## src/rtl/multi_counter_pkg.sv

```systemverilog
// multi_counter_pkg
// Shared definitions for the multi-counter state table and its host block.
//   OP_OUTPUT_B : bit of op_t that marks an operation as producing a query
//                 result on the counter's status stream.
//   op_t        : counter operation encoding. Bit 2 set means "query".
package multi_counter_pkg;

  localparam int OP_OUTPUT_B = 2;

  typedef enum logic [2:0] {
    OP_NOP        = 3'd0,
    OP_INIT       = 3'd1,
    OP_INCR       = 3'd2,
    OP_DECR       = 3'd3,
    OP_QUERY      = 3'd4,
    OP_INIT_QUERY = 3'd5,
    OP_INCR_QUERY = 3'd6,
    OP_DECR_QUERY = 3'd7
  } op_t;

endpackage

```

## src/rtl/multi_counter_host_if.sv

```systemverilog
// multi_counter_host_if
// Host-side bundle of multi_counter_host: the request channel (valid/ready)
// and the response channel (valid/ready).
//   req_vld/req_rdy/req_id/req_op/req_dat : counter request from the host
//   rsp_vld/rsp_rdy/rsp_id/rsp_dat        : query result returned to the host
// Modports:
//   master : the host (drives requests, consumes responses)
//   slave  : multi_counter_host
interface multi_counter_host_if
  import multi_counter_pkg::*;
#(
  parameter int CNTRS_ID_W = 8,
  parameter int CNTRS_W    = 32
);

  logic                  req_vld;
  logic                  req_rdy;
  logic [CNTRS_ID_W-1:0] req_id;
  op_t                   req_op;
  logic [CNTRS_W-1:0]    req_dat;

  logic                  rsp_vld;
  logic                  rsp_rdy;
  logic [CNTRS_ID_W-1:0] rsp_id;
  logic [CNTRS_W-1:0]    rsp_dat;

  modport master (
    output req_vld, req_id, req_op, req_dat, rsp_rdy,
    input  req_rdy, rsp_vld, rsp_id, rsp_dat
  );

  modport slave (
    input  req_vld, req_id, req_op, req_dat, rsp_rdy,
    output req_rdy, rsp_vld, rsp_id, rsp_dat
  );

endinterface

```

## src/rtl/multi_counter_host.sv

```systemverilog
// multi_counter_host
// Command-side initiator and status-side consumer for the multi-counter
// state table. Host requests become single-cycle cntr_* commands; query
// results coming back on the status_* stream are captured in a response
// FIFO that the host drains. The counter pipeline cannot stall, so a query
// is only accepted while a FIFO slot is guaranteed for its result
// (credits = RSP_DEPTH - (fifo_count + outstanding)).
//
// Ports:
//   clk            : clock
//   rst            : asynchronous reset, active-low
//   host (slave)   : req_* request channel, rsp_* response channel
//   cntr_pass/id/op/dat : registered command to the counter table
//   status_pass_r/qry_r/id_r/dat_r : status beats from the counter table
//   err_unexp_r    : sticky, query result seen with nothing outstanding
//   err_id_r       : sticky, result ID differs from the expected ID
//
// Optional feature: define MULTI_COUNTER_HOST_IDCHK_EN to keep an
// expected-ID FIFO and flag result IDs that do not match the issued order.
// Without it err_id_r is tied to 0.
module multi_counter_host
  import multi_counter_pkg::*;
#(
  parameter int CNTRS_N    = 256,
  parameter int CNTRS_W    = 32,
  parameter int CNTRS_ID_W = $clog2(CNTRS_N),
  parameter int RSP_DEPTH  = 4
) (
  input  logic                  clk,
  input  logic                  rst,
  multi_counter_host_if.slave   host,
  output logic                  cntr_pass,
  output logic [CNTRS_ID_W-1:0] cntr_id,
  output op_t                   cntr_op,
  output logic [CNTRS_W-1:0]    cntr_dat,
  input  logic                  status_pass_r,
  input  logic                  status_qry_r,
  input  logic [CNTRS_ID_W-1:0] status_id_r,
  input  logic [CNTRS_W-1:0]    status_dat_r,
  output logic                  err_unexp_r,
  output logic                  err_id_r
);

  localparam int PTR_W = (RSP_DEPTH > 1) ? $clog2(RSP_DEPTH) : 1;
  localparam int CNT_W = $clog2(RSP_DEPTH) + 1;
  localparam logic [CNT_W:0] DEPTH_L = (CNT_W + 1)'(RSP_DEPTH);

  // A credit exists while issued-but-unreturned queries plus buffered
  // results leave at least one free FIFO slot.
  function automatic logic credit_avail(input logic [CNT_W-1:0] fifo_n,
                                        input logic [CNT_W-1:0] outst_n);
    logic [CNT_W:0] used;
    used = {1'b0, fifo_n} + {1'b0, outst_n};
    return (used < DEPTH_L);
  endfunction

  logic                  run_q;
  logic [CNT_W-1:0]      outstanding;
  logic [CNT_W-1:0]      fifo_count;
  logic [PTR_W-1:0]      wr_ptr;
  logic [PTR_W-1:0]      rd_ptr;
  logic [CNTRS_ID_W-1:0] rsp_id_mem  [RSP_DEPTH];
  logic [CNTRS_W-1:0]    rsp_dat_mem [RSP_DEPTH];

  logic is_qry;
  logic accept;
  logic issue;
  logic qry_issue;
  logic beat_qry;
  logic ret;
  logic unexp;
  logic fifo_nempty;
  logic pop;

  // ---------------------------------------------------------------------
  // Request side: ready depends on registered state and the offered op.
  // ---------------------------------------------------------------------
  assign is_qry       = host.req_op[OP_OUTPUT_B];
  assign host.req_rdy = run_q & (~is_qry | credit_avail(fifo_count, outstanding));
  assign accept       = host.req_vld & host.req_rdy;
  assign issue        = accept & (host.req_op != OP_NOP);
  assign qry_issue    = accept & is_qry;

  // Status side: a query beat is only legitimate while something is owed.
  assign beat_qry = status_pass_r & status_qry_r;
  assign ret      = beat_qry & (outstanding != '0);
  assign unexp    = beat_qry & (outstanding == '0);

  // Response side
  assign fifo_nempty  = (fifo_count != '0);
  assign pop          = fifo_nempty & host.rsp_rdy;
  assign host.rsp_vld = fifo_nempty;
  assign host.rsp_id  = fifo_nempty ? rsp_id_mem[rd_ptr]  : '0;
  assign host.rsp_dat = fifo_nempty ? rsp_dat_mem[rd_ptr] : '0;

  // ---------------------------------------------------------------------
  // Issue register stage
  // ---------------------------------------------------------------------
  always_ff @(posedge clk or negedge rst) begin
    if (!rst) begin
      run_q     <= 1'b0;
      cntr_pass <= 1'b0;
      cntr_id   <= '0;
      cntr_op   <= OP_NOP;
      cntr_dat  <= '0;
    end else begin
      run_q     <= 1'b1;
      cntr_pass <= issue;
      if (issue) begin
        cntr_id  <= host.req_id;
        cntr_op  <= host.req_op;
        cntr_dat <= host.req_dat;
      end
    end
  end

  // ---------------------------------------------------------------------
  // Credit / response FIFO control stage
  // ---------------------------------------------------------------------
  always_ff @(posedge clk or negedge rst) begin
    if (!rst) begin
      outstanding <= '0;
      fifo_count  <= '0;
      wr_ptr      <= '0;
      rd_ptr      <= '0;
      err_unexp_r <= 1'b0;
    end else begin
      case ({qry_issue, ret})
        2'b10:   outstanding <= outstanding + 1'b1;
        2'b01:   outstanding <= outstanding - 1'b1;
        default: outstanding <= outstanding;
      endcase
      case ({ret, pop})
        2'b10:   fifo_count <= fifo_count + 1'b1;
        2'b01:   fifo_count <= fifo_count - 1'b1;
        default: fifo_count <= fifo_count;
      endcase
      if (ret) wr_ptr <= wr_ptr + 1'b1;
      if (pop) rd_ptr <= rd_ptr + 1'b1;
      if (unexp) err_unexp_r <= 1'b1;
    end
  end

  // Storage carries no reset; the read side masks it while empty.
  always_ff @(posedge clk) begin
    if (ret) begin
      rsp_id_mem[wr_ptr]  <= status_id_r;
      rsp_dat_mem[wr_ptr] <= status_dat_r;
    end
  end

`ifdef MULTI_COUNTER_HOST_IDCHK_EN
  // ---------------------------------------------------------------------
  // Expected-ID FIFO stage: occupancy always equals outstanding, so it can
  // neither overflow nor be read empty on an accepted return.
  // ---------------------------------------------------------------------
  logic [CNTRS_ID_W-1:0] exp_mem [RSP_DEPTH];
  logic [PTR_W-1:0]      exp_wr_ptr;
  logic [PTR_W-1:0]      exp_rd_ptr;

  always_ff @(posedge clk or negedge rst) begin
    if (!rst) begin
      exp_wr_ptr <= '0;
      exp_rd_ptr <= '0;
      err_id_r   <= 1'b0;
    end else begin
      if (qry_issue) exp_wr_ptr <= exp_wr_ptr + 1'b1;
      if (ret) begin
        exp_rd_ptr <= exp_rd_ptr + 1'b1;
        if (status_id_r != exp_mem[exp_rd_ptr]) err_id_r <= 1'b1;
      end
    end
  end

  always_ff @(posedge clk) begin
    if (qry_issue) exp_mem[exp_wr_ptr] <= host.req_id;
  end
`else
  assign err_id_r = 1'b0;
`endif

  // Credit gating makes these unreachable; catch any regression early.
  always @(posedge clk) begin
    if (rst) begin
      assert (!(ret && (fifo_count == DEPTH_L[CNT_W-1:0])));
      assert (!(pop && !fifo_nempty));
      assert (!(qry_issue && !credit_avail(fifo_count, outstanding)));
    end
  end

endmodule

```

## src/flat_wrapper.sv

```systemverilog
// flat-port wrapper written by rule: the top's interface ports become plain ports
module multi_counter_host_flat import multi_counter_pkg::*;
#(
  parameter int CNTRS_N    = 256,
  parameter int CNTRS_W    = 32,
  parameter int CNTRS_ID_W = $clog2(CNTRS_N),
  parameter int RSP_DEPTH  = 4
)
  (clk, rst, cntr_pass, cntr_id, cntr_op, cntr_dat, status_pass_r, status_qry_r, status_id_r, status_dat_r, err_unexp_r, err_id_r, host_req_vld, host_req_id, host_req_op, host_req_dat, host_rsp_rdy, host_req_rdy, host_rsp_vld, host_rsp_id, host_rsp_dat);
  multi_counter_host_if #(.CNTRS_ID_W(CNTRS_ID_W), .CNTRS_W(CNTRS_W)) host_i ();
  input  logic clk;
  input  logic rst;
  output logic cntr_pass;
  output logic [CNTRS_ID_W-1:0] cntr_id;
  output op_t cntr_op;
  output logic [CNTRS_W-1:0] cntr_dat;
  input  logic status_pass_r;
  input  logic status_qry_r;
  input  logic [CNTRS_ID_W-1:0] status_id_r;
  input  logic [CNTRS_W-1:0] status_dat_r;
  output logic err_unexp_r;
  output logic err_id_r;
  input wire logic [$bits(host_i.req_vld)-1:0] host_req_vld;
  input wire logic [$bits(host_i.req_id)-1:0] host_req_id;
  input wire logic [$bits(host_i.req_op)-1:0] host_req_op;
  input wire logic [$bits(host_i.req_dat)-1:0] host_req_dat;
  input wire logic [$bits(host_i.rsp_rdy)-1:0] host_rsp_rdy;
  output wire logic [$bits(host_i.req_rdy)-1:0] host_req_rdy;
  output wire logic [$bits(host_i.rsp_vld)-1:0] host_rsp_vld;
  output wire logic [$bits(host_i.rsp_id)-1:0] host_rsp_id;
  output wire logic [$bits(host_i.rsp_dat)-1:0] host_rsp_dat;
  assign host_i.req_vld = host_req_vld;
  assign host_i.req_id = host_req_id;
  assign host_i.req_op = host_req_op;
  assign host_i.req_dat = host_req_dat;
  assign host_i.rsp_rdy = host_rsp_rdy;
  assign host_req_rdy = host_i.req_rdy;
  assign host_rsp_vld = host_i.rsp_vld;
  assign host_rsp_id = host_i.rsp_id;
  assign host_rsp_dat = host_i.rsp_dat;
  multi_counter_host #(.CNTRS_N(CNTRS_N), .CNTRS_W(CNTRS_W), .CNTRS_ID_W(CNTRS_ID_W), .RSP_DEPTH(RSP_DEPTH)) u_core (.clk(clk), .rst(rst), .host(host_i), .cntr_pass(cntr_pass), .cntr_id(cntr_id), .cntr_op(cntr_op), .cntr_dat(cntr_dat), .status_pass_r(status_pass_r), .status_qry_r(status_qry_r), .status_id_r(status_id_r), .status_dat_r(status_dat_r), .err_unexp_r(err_unexp_r), .err_id_r(err_id_r));
endmodule
```

## config.mk

```make
export PLATFORM = sky130hd
export DESIGN_NAME = multi_counter_host_flat
export DESIGN_NICKNAME = d
export VERILOG_FILES = /design/src/rtl/multi_counter_pkg.sv /design/src/rtl/multi_counter_host_if.sv /design/src/rtl/multi_counter_host.sv /design/src/flat_wrapper.sv
export SDC_FILE = /design/constraint.sdc
export NUM_CORES = 1
export LEC_CHECK = 0
export BUFFER_PORTS_ARGS = -buffer_cell sky130_fd_sc_hd__buf_2
export CORE_MARGIN = 4
export CORE_UTILIZATION = 54
export CTS_CLUSTER_DIAMETER = 80
export DETAILED_ROUTE_END_ITERATION = 10
export GPL_TIMING_DRIVEN = 1
export PLACE_DENSITY = 0.82
export RECOVER_POWER = 25
export SLEW_MARGIN = 10
export SYNTH_ARGS = -nofsm -noshare
export SYNTH_HDL_FRONTEND = slang
export SYNTH_SLANG_ARGS = --single-unit
```

## constraint.sdc

```tcl
create_clock -name clk -period 2.5 [get_ports clk]
set_input_delay 0.125 -clock clk [delete_from_list [all_inputs] [get_ports clk]]
set_output_delay 0.125 -clock clk [all_outputs]
set_load 0.005 [all_outputs]
```

==> qor.csv <==
stage,metric,value,unit
outcome,status,"finished, final reports clean",
clock_network,clock sinks,216,
hold_path,Min-Delay Path Depth,3,
global_route,largest net degree at the start of global routing,57,
hold_path,min-delay worst type,primary input to flip-flop,
synth,adder-cell area share of the yosys netlist,0.0165,
cells_and_area,fraction of layout instances using a drive strength above 1,0.374,
sta,RSZ-0062 raised after global routing,false,
clock_network,CTS tree,built,
synth,Synth Cell Area,8480,µm²
clock_network,H-tree levels,1,
cells_and_area,diodes inserted,0,
synth,Unique masters post-synth,35,
synth,Simple-Gate Fraction of Synth Area,0.0509,
sta,setup_tns,0,ps
clock_network,clk buf depth,3,
synth,top post-synthesis cells by area,"edfxtp_1 (57%), dfrtp_1 (17%), mux4_2 (11%), mux2_2 (4.8%), and2_1 (3.3%)",
routing,Vias,4901,
sta,Max Freq,426,MHz
cells_and_area,nets,804,
power_and_ir_drop,sequential power share,0.421,
routing,vias per inst,5.26,
global_route,met3 Resource Use GR,0.0529,
setup_path,crit start category,flip-flop,
global_route,overall global routing resource usage,0.200,
sta,Worst Skew,8.62,ps
power_and_ir_drop,Power per Cell Area,1070,nW/µm²
floorplanning,I/O pin total,177,
setup_path,Worst Reg-to-Reg Cells,5,
synth,XOR/XNOR Fraction of Synth Area,0.00929,
sta,post-route minimum period,2350,ps
synth,number of synthesized register bits,216,
place,Final GP Congestion,0.744,
cells_and_area,post-route insts no fill,931,
power_and_ir_drop,Max VDD drop,0.000723,V
floorplanning,Core ar.,15300,µm²
power_and_ir_drop,switch share,0.284,
setup_path,CP cell instances,"ha_1, o31ai_4, nand4b_4, buf_4, mux2_2",
floorplanning,die height,133,µm
cells_and_area,design area,11200,µm²
sta,final hold violation count,0,
cells_and_area,final core utilization,0.729,
synth,Synth top area share,0.566,
routing,WL/cell,19.0,µm
floorplanning,Starting Density,0.554,
sta,Worst-Margin Slew,693,ps
synth,fraction of registers with async set/reset,0.259,
cells_and_area,Layout area overhead,31.6,%
place,port buffer count,175,
sta,final worst path period share,0.940,
place,Final HPWL DP,10.5,mm
global_route,first-pass GRT wire length,28.4,mm
setup_path,Crit Path Class,flip-flop to flip-flop,
routing,Iteration-0 DRC Markers,251,
sta,Final Max Slew Viols,0,
synth,multiplexer share of the synthesized area,0.162,
synth,Yosys Warn Count,0,
clock_network,Clock Latency Late Sink,490,ps
setup_path,Worst setup EP type,flip-flop,
synth,cell taking the most area after synthesis,edfxtp_1,
setup_path,WP data arrival,2720,ps
setup_path,Top delay family on crit path,simple AND/OR/NAND/NOR gates,
synth,top-count cell post-synth,edfxtp_1,
setup_path,Crit Reg-Reg Startpoint,u_core.fifo_count[2],
setup_path,CP max FO,31,
sta,Setup-failing EPs final,0,
synth,synthesized net count,527,
synth,post-synthesis compound-gate area fraction,0.00944,
setup_path,CP Buf/Inv Count,1,
sta,Rel. slew slack,0.538,
setup_path,worst path required time,2870,ps
routing,Routed WL,17.7,mm
setup_path,FF-to-FF setup slack,150,ps
synth,largest family of logic cells by synthesized area,multiplexers,
synth,ys flop type,edfxtp_1,
setup_path,crit-path max cell delay,510,ps
run,Max-Cap Viols,0,
setup_path,R2R Path End,u_core.cntr_dat[20],
global_route,met1 Use GR,0.255,
setup_path,"Slowest-stage cell, CP",nand4b_4,
power_and_ir_drop,sw power,3.38,mW
floorplanning,row cnt,45,
synth,synth cell count leaders,"edfxtp_1 (160), dfrtp_1 (56), and2_1 (45), mux4_2 (40), mux2_2 (36)",
routing,ANT nets after route,0,
routing,drt first pass iters,4,
synth,Syn Area/Cell,19.8,µm²
power_and_ir_drop,Clock Power Share,0.255,
clock_network,clock root buffer,clkbuf_16,
hold_path,Hold Path Origin,host_req_op[2],
global_route,antenna violations before repair,0,
global_route,met2 Usage GRT,0.352,
power_and_ir_drop,total chip power,11.9,mW
power_and_ir_drop,static leakage,4.29,nW
floorplanning,Die W,133,µm
global_route,GRT busiest layer,met2,
floorplanning,full die area,17800,µm²
synth,Post-synth EDFFs,160,
place,placed cell area,9670,µm²
routing,DRC,0,
clock_network,number of buffers created by CTS,22,
power_and_ir_drop,P_int,8.54,mW
place,placed cells,806,
synth,Post-Syn Instances,428,
global_route,GRT overflow,0,
power_and_ir_drop,combinational share of power,0.325,
clock_network,clock edge transition at the registers on the reported setup and hold paths,60,ps
synth,post-synthesis sequential area ratio,0.731,
hold_path,hold endpoint,u_core.cntr_op[2],
clock_network,total setup buffers inserted after CTS,0,
global_route,vias in the first global route,5474,
==> worst reg2reg max path: stages (launching register included) <==
cell      delay (ps)
dfrtp_1          410
ha_1             350
o31ai_4          310
nand4b_4         510
buf_4            380
mux2_2           270
==> routing by layer <==
layer | routed length, µm | vias up
met5 | 0 | -
met4 | 271 | 0
met3 | 1210 | 23
met2 | 9090 | 177
met1 | 7100 | 2497
li1 | - | 2204
==> how the worst max path moves through the flow <==
stage / from / endpoint / slack (ps) / depth (start not counted)
final: u_core.fifo_count[2] / u_core.cntr_dat[20] / 150 / 5
after detailed placement: u_core.fifo_count[2] / u_core.cntr_dat[24] / 160 / 5
after floorplan: u_core.outstanding[0] / u_core.rsp_dat_mem[0][0] / 280 / 3
after global routing: u_core.outstanding[2] / u_core.cntr_dat[27] / 50 / 5
after global placement: u_core.fifo_count[2] / u_core.cntr_dat[24] / 260 / 5
after CTS: u_core.fifo_count[2] / u_core.cntr_dat[24] / 160 / 5
==> sequential cells by signal (all words and copies together), names as in the netlist, 2 cells and up <==
register	cells
u_core.fifo_count	3
u_core.cntr_id	8
u_core.cntr_dat	32
u_core.rsp_id_mem	32
u_core.wr_ptr	2
u_core.rsp_dat_mem	128
u_core.cntr_op	3
u_core.rd_ptr	2
u_core.outstanding	3
==> cells by family (layout without fill, tap and decap cells) <==
kind of cell | count (synthesis) | count (layout)
other | 2 | 2
AOI/OAI and AO/OA | 9 | 9
DFF | 216 | 216
adders and majority gates | 10 | 10
xor gates and xnor gates | 9 | 9
muxes | 82 | 82
and+or+nand+nor | 70 | 70
buffers and inverters | 30 | 322
==> layout make-up <==
cell class                 instances  area, µm²
clock inverter                     9       76.3
fill                             931       4150
multi-input combinational        182       2120
sequential                       216       6210
tap                              211        264
clock buffer                      30        601
timing repair buffer             273       1860
inverter                          10       37.5
==> metrics by stage <==
step	hold slack (ps)	worst slack (ps)
4_1_cts	0.607	159
5_1_grt	40.1	51.5
2_1_floorplan	-171	279
6_report	10.5	150
3_5_place_dp	344	162
3_3_place_gp	335	261
==> power by group through the flow <==
stage | logic, mW | registers [mW] | clock network [mW]
finish | 3.87 | 5.01 | 3.04
global route | 4.26 | 5.09 | 3.26
CTS | 3.94 | 5.00 | 3.11
detailed placement | 3.83 | 5.05 | 0
global placement | 3.72 | 5.00 | 0
floorplan | 2.33 | 4.98 | 0
==> timing repair <==
item                                   CTS  global route
endpoints found under the hold margin  261             0
hold buffers                            86             0
gates resized for setup                  0             0
==> layout by cell type, fill, tap and decap left out, drive strengths merged, types with 5 or more instances in the layout <==
master	Yosys	routed
inv	10	10
and2	45	45
nand2	5	5
mux4	40	40
dlygate4sd3	0	86
edfxtp	160	160
mux2	41	41
xor2	5	5
buf	14	154
ha	8	8
dfrtp	56	56
clkinv	0	8
nand3	5	5
clkbuf	6	63
Power figures use the tool's default switching activity.
